===== config.mk =====
export PLATFORM = sky130hd
export DESIGN_NAME = sevenseg_capture
export DESIGN_NICKNAME = d
export VERILOG_FILES = /design/src/rtl/sevenseg_capture.sv
export SDC_FILE = /design/constraint.sdc
export NUM_CORES = 1
export LEC_CHECK = 0
export CAP_MARGIN = 5
export CORE_MARGIN = 1.5
export CORE_UTILIZATION = 57
export CTS_CLUSTER_DIAMETER = 40
export CTS_CLUSTER_SIZE = 16
export DETAILED_ROUTE_END_ITERATION = 16
export PLACE_DENSITY = 0.79
export REMOVE_ABC_BUFFERS = 1
export SYNTH_ARGS = -nofsm -noshare
export SYNTH_HDL_FRONTEND = slang
export SYNTH_SLANG_ARGS = --single-unit

===== constraint.sdc =====
create_clock -name clk -period 6.7 [get_ports clk]
set_input_delay 1.675 -clock clk [delete_from_list [all_inputs] [get_ports clk]]
set_output_delay 1.675 -clock clk [all_outputs]
set_load 0.01 [all_outputs]

===== src/rtl/sevenseg_capture.sv =====
// -----------------------------------------------------------------------------
// sevenseg_capture
//
// Display monitor for a multiplexed, active-low, 4-digit seven-segment bus.
// Each cycle it samples the anode-select and cathode lines. It waits until a
// digit has been stable for SETTLE_CYCLES samples, then decodes the cathode
// pattern back to BCD. When all four positions have been captured, it
// converts the frame to binary and pulses frame_valid.
//
// Parameters:
//   SETTLE_CYCLES : identical consecutive samples needed before a capture
//                   (2..255)
//   CNT_W         : width of the stability counter and the error counter
//
// Ports:
//   clk          in   system clock
//   reset        in   asynchronous, active-high reset
//   anode_select in   [3:0] active-low digit enable, bit3 = thousands
//   LED_out      in   [6:0] active-low cathodes, bit6..bit0 = segments a..g
//   value        out  [13:0] binary value of the last completed frame
//   digits       out  [15:0] BCD of the last frame, [15:12] = thousands
//   blank_mask   out  [3:0] set bits mark blank positions in the last frame
//   frame_valid  out  one-cycle pulse when value/digits/blank_mask update
//   seg_error    out  one-cycle pulse after capturing an undecodable pattern
//   error_count  out  [CNT_W-1:0] saturating count of seg_error pulses
// -----------------------------------------------------------------------------
module sevenseg_capture #(
  parameter int SETTLE_CYCLES = 16,
  parameter int CNT_W         = 8
) (
  input  logic             clk,
  input  logic             reset,
  input  logic [3:0]       anode_select,
  input  logic [6:0]       LED_out,
  output logic [13:0]      value,
  output logic [15:0]      digits,
  output logic [3:0]       blank_mask,
  output logic             frame_valid,
  output logic             seg_error,
  output logic [CNT_W-1:0] error_count
);

  typedef enum logic [1:0] {
    SCAN = 2'd0,
    CONV = 2'd1,
    DONE = 2'd2
  } state_e;

  typedef struct packed {
    logic       valid;
    logic       blank;
    logic [3:0] digit;
  } seg_dec_t;

  localparam logic [CNT_W-1:0] SETTLE_C  = CNT_W'(SETTLE_CYCLES);
  localparam logic [CNT_W-1:0] SETTLE_M1 = CNT_W'(SETTLE_CYCLES - 1);
  localparam logic [CNT_W-1:0] CNT_ONE   = CNT_W'(1);
  localparam logic [CNT_W-1:0] ERR_MAX   = {CNT_W{1'b1}};
  localparam logic [13:0]      ACC_TEN   = 14'd10;

  // True when exactly one anode is driven low.
  function automatic logic one_low(input logic [3:0] an);
    logic r;
    case (an)
      4'b0111, 4'b1011, 4'b1101, 4'b1110: r = 1'b1;
      default:                            r = 1'b0;
    endcase
    return r;
  endfunction

  // Digit position selected by a one-low anode pattern.
  function automatic logic [1:0] an_pos(input logic [3:0] an);
    logic [1:0] r;
    case (an)
      4'b0111: r = 2'd3;
      4'b1011: r = 2'd2;
      4'b1101: r = 2'd1;
      4'b1110: r = 2'd0;
      default: r = 2'd0;
    endcase
    return r;
  endfunction

  // Active-low cathode pattern (a..g) back to BCD. All segments off means blank.
  function automatic seg_dec_t seg_decode(input logic [6:0] seg);
    seg_dec_t r;
    case (seg)
      7'b0000001: r = '{valid: 1'b1, blank: 1'b0, digit: 4'd0};
      7'b1001111: r = '{valid: 1'b1, blank: 1'b0, digit: 4'd1};
      7'b0010010: r = '{valid: 1'b1, blank: 1'b0, digit: 4'd2};
      7'b0000110: r = '{valid: 1'b1, blank: 1'b0, digit: 4'd3};
      7'b1001100: r = '{valid: 1'b1, blank: 1'b0, digit: 4'd4};
      7'b0100100: r = '{valid: 1'b1, blank: 1'b0, digit: 4'd5};
      7'b0100000: r = '{valid: 1'b1, blank: 1'b0, digit: 4'd6};
      7'b0001111: r = '{valid: 1'b1, blank: 1'b0, digit: 4'd7};
      7'b0000000: r = '{valid: 1'b1, blank: 1'b0, digit: 4'd8};
      7'b0000100: r = '{valid: 1'b1, blank: 1'b0, digit: 4'd9};
      7'b1111111: r = '{valid: 1'b1, blank: 1'b1, digit: 4'd0};
      default:    r = '{valid: 1'b0, blank: 1'b0, digit: 4'd0};
    endcase
    return r;
  endfunction

  // Input sample registers and the previous sample.
  logic [3:0]       an_q, an_d, an_p_q, an_p_d;
  logic [6:0]       seg_q, seg_d, seg_p_q, seg_p_d;
  logic [CNT_W-1:0] stable_cnt_q, stable_cnt_d;

  // Working frame, built up as digits are captured.
  logic [3:0][3:0]  work_digit_q, work_digit_d;
  logic [3:0]       work_blank_q, work_blank_d;
  logic [3:0]       seen_q, seen_d;
  logic             seg_error_q, seg_error_d;
  logic [CNT_W-1:0] error_count_q, error_count_d;

  // Conversion state and the published outputs.
  state_e           state_q, state_d;
  logic [3:0][3:0]  snap_digit_q, snap_digit_d;
  logic [3:0]       snap_blank_q, snap_blank_d;
  logic [13:0]      acc_q, acc_d;
  logic [1:0]       idx_q, idx_d;
  logic [13:0]      value_q, value_d;
  logic [15:0]      digits_q, digits_d;
  logic [3:0]       blank_mask_q, blank_mask_d;
  logic             frame_valid_q, frame_valid_d;

  logic             stable_s;
  logic             capture_s;
  logic             start_s;
  logic [1:0]       pos_s;
  seg_dec_t         dec_s;
  logic [13:0]      acc_step_s;

  // Input pipeline and stability counter.
  always_comb begin
    an_d     = anode_select;
    seg_d    = LED_out;
    an_p_d   = an_q;
    seg_p_d  = seg_q;
    stable_s = (an_q == an_p_q) && (seg_q == seg_p_q) && one_low(an_q);
    pos_s    = an_pos(an_q);
    dec_s    = seg_decode(seg_q);
    if (!stable_s) begin
      stable_cnt_d = '0;
    end else if (stable_cnt_q == SETTLE_C) begin
      stable_cnt_d = stable_cnt_q;
    end else begin
      stable_cnt_d = stable_cnt_q + CNT_ONE;
    end
    // Fires only on the SETTLE-1 -> SETTLE step, so once per stable window.
    capture_s = stable_s && (stable_cnt_q == SETTLE_M1);
  end

  // Frame completion test, evaluated in SCAN only.
  always_comb begin
    start_s = (state_q == SCAN) && (seen_q == 4'b1111);
  end

  // Working-frame update and error reporting on each capture.
  always_comb begin
    work_digit_d  = work_digit_q;
    work_blank_d  = work_blank_q;
    error_count_d = error_count_q;
    seg_error_d   = 1'b0;
    // A completed frame releases the seen bits for the next one.
    if (start_s) begin
      seen_d = 4'b0000;
    end else begin
      seen_d = seen_q;
    end
    if (capture_s) begin
      if (dec_s.valid) begin
        work_digit_d[pos_s] = dec_s.digit;
        work_blank_d[pos_s] = dec_s.blank;
        seen_d[pos_s]       = 1'b1;
      end else begin
        seg_error_d = 1'b1;
        if (error_count_q != ERR_MAX) begin
          error_count_d = error_count_q + CNT_ONE;
        end else begin
          error_count_d = error_count_q;
        end
      end
    end else begin
      seg_error_d = 1'b0;
    end
  end

  // Snapshot, BCD-to-binary conversion (thousands first) and output publish.
  always_comb begin
    state_d       = state_q;
    snap_digit_d  = snap_digit_q;
    snap_blank_d  = snap_blank_q;
    acc_d         = acc_q;
    idx_d         = idx_q;
    value_d       = value_q;
    digits_d      = digits_q;
    blank_mask_d  = blank_mask_q;
    frame_valid_d = 1'b0;
    // Horner step; 9999 is the largest result, so 14 bits never overflow.
    acc_step_s    = (acc_q * ACC_TEN) + {10'd0, snap_digit_q[idx_q]};
    case (state_q)
      SCAN: begin
        if (start_s) begin
          snap_digit_d = work_digit_q;
          snap_blank_d = work_blank_q;
          acc_d        = 14'd0;
          idx_d        = 2'd3;
          state_d      = CONV;
        end else begin
          state_d = SCAN;
        end
      end
      CONV: begin
        acc_d = acc_step_s;
        idx_d = idx_q - 2'd1;
        if (idx_q == 2'd0) begin
          value_d       = acc_step_s;
          digits_d      = snap_digit_q;
          blank_mask_d  = snap_blank_q;
          frame_valid_d = 1'b1;
          state_d       = DONE;
        end else begin
          state_d = CONV;
        end
      end
      DONE: begin
        frame_valid_d = 1'b0;
        state_d       = SCAN;
      end
      default: begin
        frame_valid_d = 1'b0;
        state_d       = SCAN;
      end
    endcase
  end

  // Input sample and stability registers.
  always_ff @(posedge clk or posedge reset) begin
    if (reset) begin
      an_q         <= 4'd0;
      seg_q        <= 7'd0;
      an_p_q       <= 4'd0;
      seg_p_q      <= 7'd0;
      stable_cnt_q <= '0;
    end else begin
      an_q         <= an_d;
      seg_q        <= seg_d;
      an_p_q       <= an_p_d;
      seg_p_q      <= seg_p_d;
      stable_cnt_q <= stable_cnt_d;
    end
  end

  // Working-frame and error registers.
  always_ff @(posedge clk or posedge reset) begin
    if (reset) begin
      work_digit_q  <= 16'd0;
      work_blank_q  <= 4'd0;
      seen_q        <= 4'd0;
      seg_error_q   <= 1'b0;
      error_count_q <= '0;
    end else begin
      work_digit_q  <= work_digit_d;
      work_blank_q  <= work_blank_d;
      seen_q        <= seen_d;
      seg_error_q   <= seg_error_d;
      error_count_q <= error_count_d;
    end
  end

  // Conversion FSM and published output registers.
  always_ff @(posedge clk or posedge reset) begin
    if (reset) begin
      state_q       <= SCAN;
      snap_digit_q  <= 16'd0;
      snap_blank_q  <= 4'd0;
      acc_q         <= 14'd0;
      idx_q         <= 2'd0;
      value_q       <= 14'd0;
      digits_q      <= 16'd0;
      blank_mask_q  <= 4'd0;
      frame_valid_q <= 1'b0;
    end else begin
      state_q       <= state_d;
      snap_digit_q  <= snap_digit_d;
      snap_blank_q  <= snap_blank_d;
      acc_q         <= acc_d;
      idx_q         <= idx_d;
      value_q       <= value_d;
      digits_q      <= digits_d;
      blank_mask_q  <= blank_mask_d;
      frame_valid_q <= frame_valid_d;
    end
  end

  assign value       = value_q;
  assign digits      = digits_q;
  assign blank_mask  = blank_mask_q;
  assign frame_valid = frame_valid_q;
  assign seg_error   = seg_error_q;
  assign error_count = error_count_q;

endmodule


== Yosys cells after proc, flatten, opt, wreduce, memory -nomap -nowiden ==
Index checks and enable logic that the tools add are counted.

* Bits in registers: 136
* Word-level logic and storage cells: 100

* Add/subtract/negate cells: 4
* $mul: 1
* Magnitude comparators: 3
* Eq/ne operators: 23
* Muxes and demuxes: 27
* Bitwise operators: 2
* Reduce and logical (&&, ||, !) cells: 15

{| class="wikitable"
|+ Operators by type and width
! cell !! count
|-
| case mux 6 bit (11 select lines) || 1
|-
| case mux 14 bit (2 select lines) || 1
|-
| equality test 7 bit, second input constant || 3
|-
| two-way mux 4 bit || 5
|-
| adder 8 x 1 -> 8 bit, second input constant || 2
|-
| bitwise mux 16 bit || 1
|-
| equality test 4 bit, second input constant || 4
|-
| two-way mux 8 bit || 2
|-
| adder 14 x 4 -> 14 bit || 1
|-
| equality test 7 x 3 -> 1 bit, second input constant || 2
|-
| equality test 7 x 6 -> 1 bit, second input constant || 2
|-
| multiplier 14 x 3 -> 13 bit, second input constant || 1
|-
| two-way mux 14 bit || 1
|-
| binary-select mux 4 bit (select 2 bit) || 1
|-
| demux 4 bit (select 2 bit) || 1
|-
| equality test 8 x 4 -> 1 bit, second input constant || 1
|-
| equality test 8 x 5 -> 1 bit, second input constant || 1
|-
| inequality test 8 bit, second input constant || 1
|-
| case mux 2 bit (2 select lines) || 2
|-
| AND reduction 2 bit || 4
|-
| equality test 7 x 1 -> 1 bit, second input constant || 1
|-
| equality test 7 x 4 -> 1 bit, second input constant || 1
|-
| equality test 7 x 5 -> 1 bit, second input constant || 1
|-
| equality test 7 bit || 1
|-
| 20 further kinds || 34
|}

== Logic depth before layout (Yosys ltp) ==
* Word-level depth: 9
* Gate-level depth with buffers: 12
* Mapped depth without buffers: 11

== Worst setup path before layout ==
No wires, ideal clock.

* Kind: register -> register
* From: register acc_q[1]
* To: register value_q[13], in the netlist value[13]
* Setup time: 96 ps
* Arrival: 3,088 ps
* Data required time: 6,604 ps
* Path slack: 3,516 ps
* Stages on the path, launching flop included: 11
* Path buffers: 0
* Cells stage by stage: dfrtp_1 -> ha_1 -> ha_1 -> fa_1 -> a21o_1 -> a221oi_1 -> xnor2_1 -> nand3_1 -> or4b_1 -> and3_1 -> o31ai_1

* Longest elaborated chain between the ends: 2

{| class="wikitable"
|+ RTL lines
! element !! line !! source
|-
| start, declared || 120 || <nowiki>logic [13:0] acc_q, acc_d;</nowiki>
|-
| start signal, assigned || 278 || <nowiki>acc_q <= 14'd0;</nowiki>
|-
| start signal, assigned || 288 || <nowiki>acc_q <= acc_d;</nowiki>
|-
| multiplier 14 x 3 -> 13 bit || 201 || <nowiki>acc_step_s = (acc_q * ACC_TEN) + {10'd0, snap_digit_q[idx_q]};</nowiki>
|-
| adder 14 x 4 -> 14 bit || 201 ||
|-
| end signal, assigned || 290 || <nowiki>value_q <= value_d;</nowiki>
|-
| end, declared || 122 || <nowiki>logic [13:0] value_q, value_d;</nowiki>
|}

No other way between the ends.
A chain may end at the register's enable or synchronous reset.

== Worst setup path after layout ==
Same ends and word-level chain as after synthesis.

==> metrics.yaml <==
run_status:
  status: "finished clean"
routing:
  drt_iter0_drc: 207
  vias: 4340
  drt_first_pass_iters: 5
  routedWlPerCell_um: 16.3
  detail-route-antenna-nets: 0
  drcViolationCount: 0
  viasPerCell: 5.68
  routed_wl_um: 12400
floorplanning:
  fp.dieH_um: 108
  fp.dieArea_sq_um: 11600
  initial_core_util_pct: 58.1
  coreArea_sq_um: 10700
  num_rows: 38
  num_io_pins: 57
  dieWidth_um: 108
final_layout:
  area_delta_synth_final_pct: 19.6
  diodes: 0
  fill_cells: 809
  finalNetCount: 655
  final_area_sq_um: 7470
  fin_util_pct: 69.5
  layout-drive-gt1-share_pct: 13.6
synth:
  synth-simple-area-share_pct: 15.2
  synth_compound_area_share_pct: 6.95
  async_reset_ff_share_pct: 100
  post_synth_xor_area_fraction_pct: 5.61
  synth-seq-cells: 135
  synth_edf_count: 0
  synthFlopType: "dfrtp_1"
  synth.mux.area_fraction_pct: 10.1
  yosysSeqAreaShare_pct: 54.1
  yosys_warnings: 0
  synth_adder_area_share_pct: 5.85
  ys_types: 53
  synthCells: 561
  synth_top_family_by_area: "simple AND/OR/NAND/NOR gates"
  syn_avg_cell_area_sq_um: 11.1
  synthesis.area_sq_um: 6250
power_and_ir_drop:
  p_leak_nw: 3.60
  vdd_drop_max_v: 0.000195
  powerDensity_nw_per_um2: 232
clock_network:
  hold_buffers: 0
  cts_tree: "built"
  clock_latency_ns: 0.53
  cts_resized: 0
  cts_max_level: 4
  cts_setup_buffers: 0
  clockBufferDepth: 2
  cts_root_buffer: "clkbuf_8"
  cts_sinks: 135
  cts_buffers: 17
  clk_pin_slew_worst_paths_ns: 0.06
placement:
  placed_area_sq_um: 6920
  portBuffers: 56
  dp_hpwl_um: 8630
  place.gp.congestion: 0.929
global_routing:
  grt_max_degree: 58
  grt_usage_pct: 24.1
  grt_first_pass_wirelength_um: 21200
  grt_pass1_vias: 4378
  grt_antenna_before_repair: 0
  grt_overflow_total: 0
setup_path:
  endpoint_kind: "flop"
  worstSetupPathType: "flop to flop"
  startpoint_type: "flop"
  crit_fanout: 4
  cp.arrival_ns: 3.90
  required_ns: 7.12
sta:
  fin_skew_ns: 0.00696
  period_share_pct: 51.9
  post-route-min-period_ns: 3.48
  rsz0062_at_grt: "no"
  slew_viol_final: 0
  hold_viol_final: 0
  finalSetupTns_ns: 0
  worstMarginPinSlew_ns: 1.31
  fmax_mhz: 287
  finalSetupViolCount: 0
  max_slew_margin_pct: 12.9
worst_hold_path:
  min_path_type: "flop to flop"
run:
  max-cap-violations: 0
## cell type report
cell class | instances | area [sq um] | area share (%)
inverter | 11 | 43.8 | 0.586
multi-input combinational | 389 | 2740 | 36.6
clock buffer | 27 | 512 | 6.85
timing repair buffer | 60 | 591 | 7.90
clock inverter | 2 | 37.5 | 0.502
sequential | 135 | 3380 | 45.2
tap | 140 | 175 | 2.34
## metal layers
metal	global-route usage [%]	up-vias	wire length, um
met5	0	-	0
met4	9.30	0	277
met3	5.87	29	481
met2	41.1	93	6390
met1	29.5	2153	5290
li1	-	2065	-
## path summary, 6_finish.rpt
path / startpoint / to / slack [ns] / cells after the start
max in group asynchronous: reset / snap_digit_q[8] / 4.07 / 3
worst min register to register: work_digit_q[9] / snap_digit_q[9] / 0.47 / 2
worst max register to register: acc_q[1] / value[13] / 3.22 / 10
worst max-delay path: acc_q[1] / value[13] / 3.22 / 10
min in group asynchronous: reset / an_p_d[3] / 1.62 / 2
worst min-delay path: work_digit_q[9] / snap_digit_q[9] / 0.47 / 2
## stage by stage
stage	setup slack (ns)	hold WS, ns	power (mW)	std cells
after CTS	3.18	0.461	1.75	764
after global placement	3.33	0.448	0.885	735
after global routing	3.04	0.496	1.80	764
final	3.22	0.470	1.74	764
after floorplan	1.41	0.432	0.870	535
after detailed placement	3.20	0.446	0.887	735
## power breakdown
group / total (mW) / internal, mW / leakage [nW] / switching, mW
clock network: 0.864 / 0.546 / 0.267 / 0.319
registers: 0.834 / 0.823 / 1.84 / 0.0111
logic: 0.0384 / 0.0152 / 1.50 / 0.0232
total: 1.74 / 1.38 / 3.60 / 0.353
## synthesized netlist by cell type (5+ instances only)
master	count	area share (%)
and3_1	8	0.80
xnor2_1	16	2.2
nor3_1	5	0.40
nor2_1	17	1.0
clkbuf_1	24	1.4
a21oi_1	14	1.1
a21o_1	7	0.84
ha_1	26	5.2
mux2_1	5	0.90
nor2b_1	5	0.50
inv_1	9	0.54
xor2_1	24	3.4
o21ai_0	32	2.6
nand2_1	101	6.1
mux2_2	41	7.4
dfrtp_1	135	54
nand3_1	22	1.8
or3_1	7	0.70
## critical path, stage by stage, from the launching register on
cell and delay (ns):
dfrtp_1 0.41, ha_1 0.32, ha_1 0.23, fa_1 0.42, a21o_1 0.20, a221oi_1 0.46
xnor2_1 0.21, nand3_1 0.17, or4b_1 0.54, and3_1 0.19, o31ai_1 0.22
## cells by family after synthesis
kind of cell,count (synthesis)
simple gates,198
xor+xnor,40
mux,52
buf+inv,37
fa+ha+maj,28
flops,135
compound gates,71
## flip-flops by register name (all words and copies together) (netlist names), 7 cells and up
name          cells
digits           16
snap_digit_q     16
work_digit_q     16
value            14
acc_q            13
error_count       8
stable_cnt_q      8
seg_p_d           7
seg_p_q           7
## placed cells by master, fill, tap and decap left out, types with 3 or more instances in the layout
| master | instances |
|---|---|
| or2_2 | 3 |
| dfrtp_1 | 135 |
| clkdlybuf4s50_1 | 56 |
| nand2b_1 | 4 |
| mux2_1 | 5 |
| a21o_1 | 7 |
| buf_4 | 4 |
| nand2_1 | 101 |
| a21oi_1 | 14 |
| clkbuf_16 | 16 |
| or3_1 | 7 |
| mux2_2 | 41 |
| nor3b_1 | 3 |
| mux4_2 | 4 |
| nor3_1 | 5 |
| inv_1 | 8 |
| xnor2_1 | 16 |
| ha_1 | 26 |
| nand3_1 | 22 |
| and3_1 | 8 |
| nand4_1 | 4 |
| o21ai_0 | 32 |
| nor4_1 | 3 |
| nor2b_1 | 5 |
| clkbuf_8 | 7 |
| clkbuf_1 | 4 |
| xor2_1 | 24 |
| o31ai_1 | 3 |
| nand4b_1 | 3 |
| nor2_1 | 17 |
| or4_1 | 3 |
Note: power is estimated with default switching activity, not from simulation.
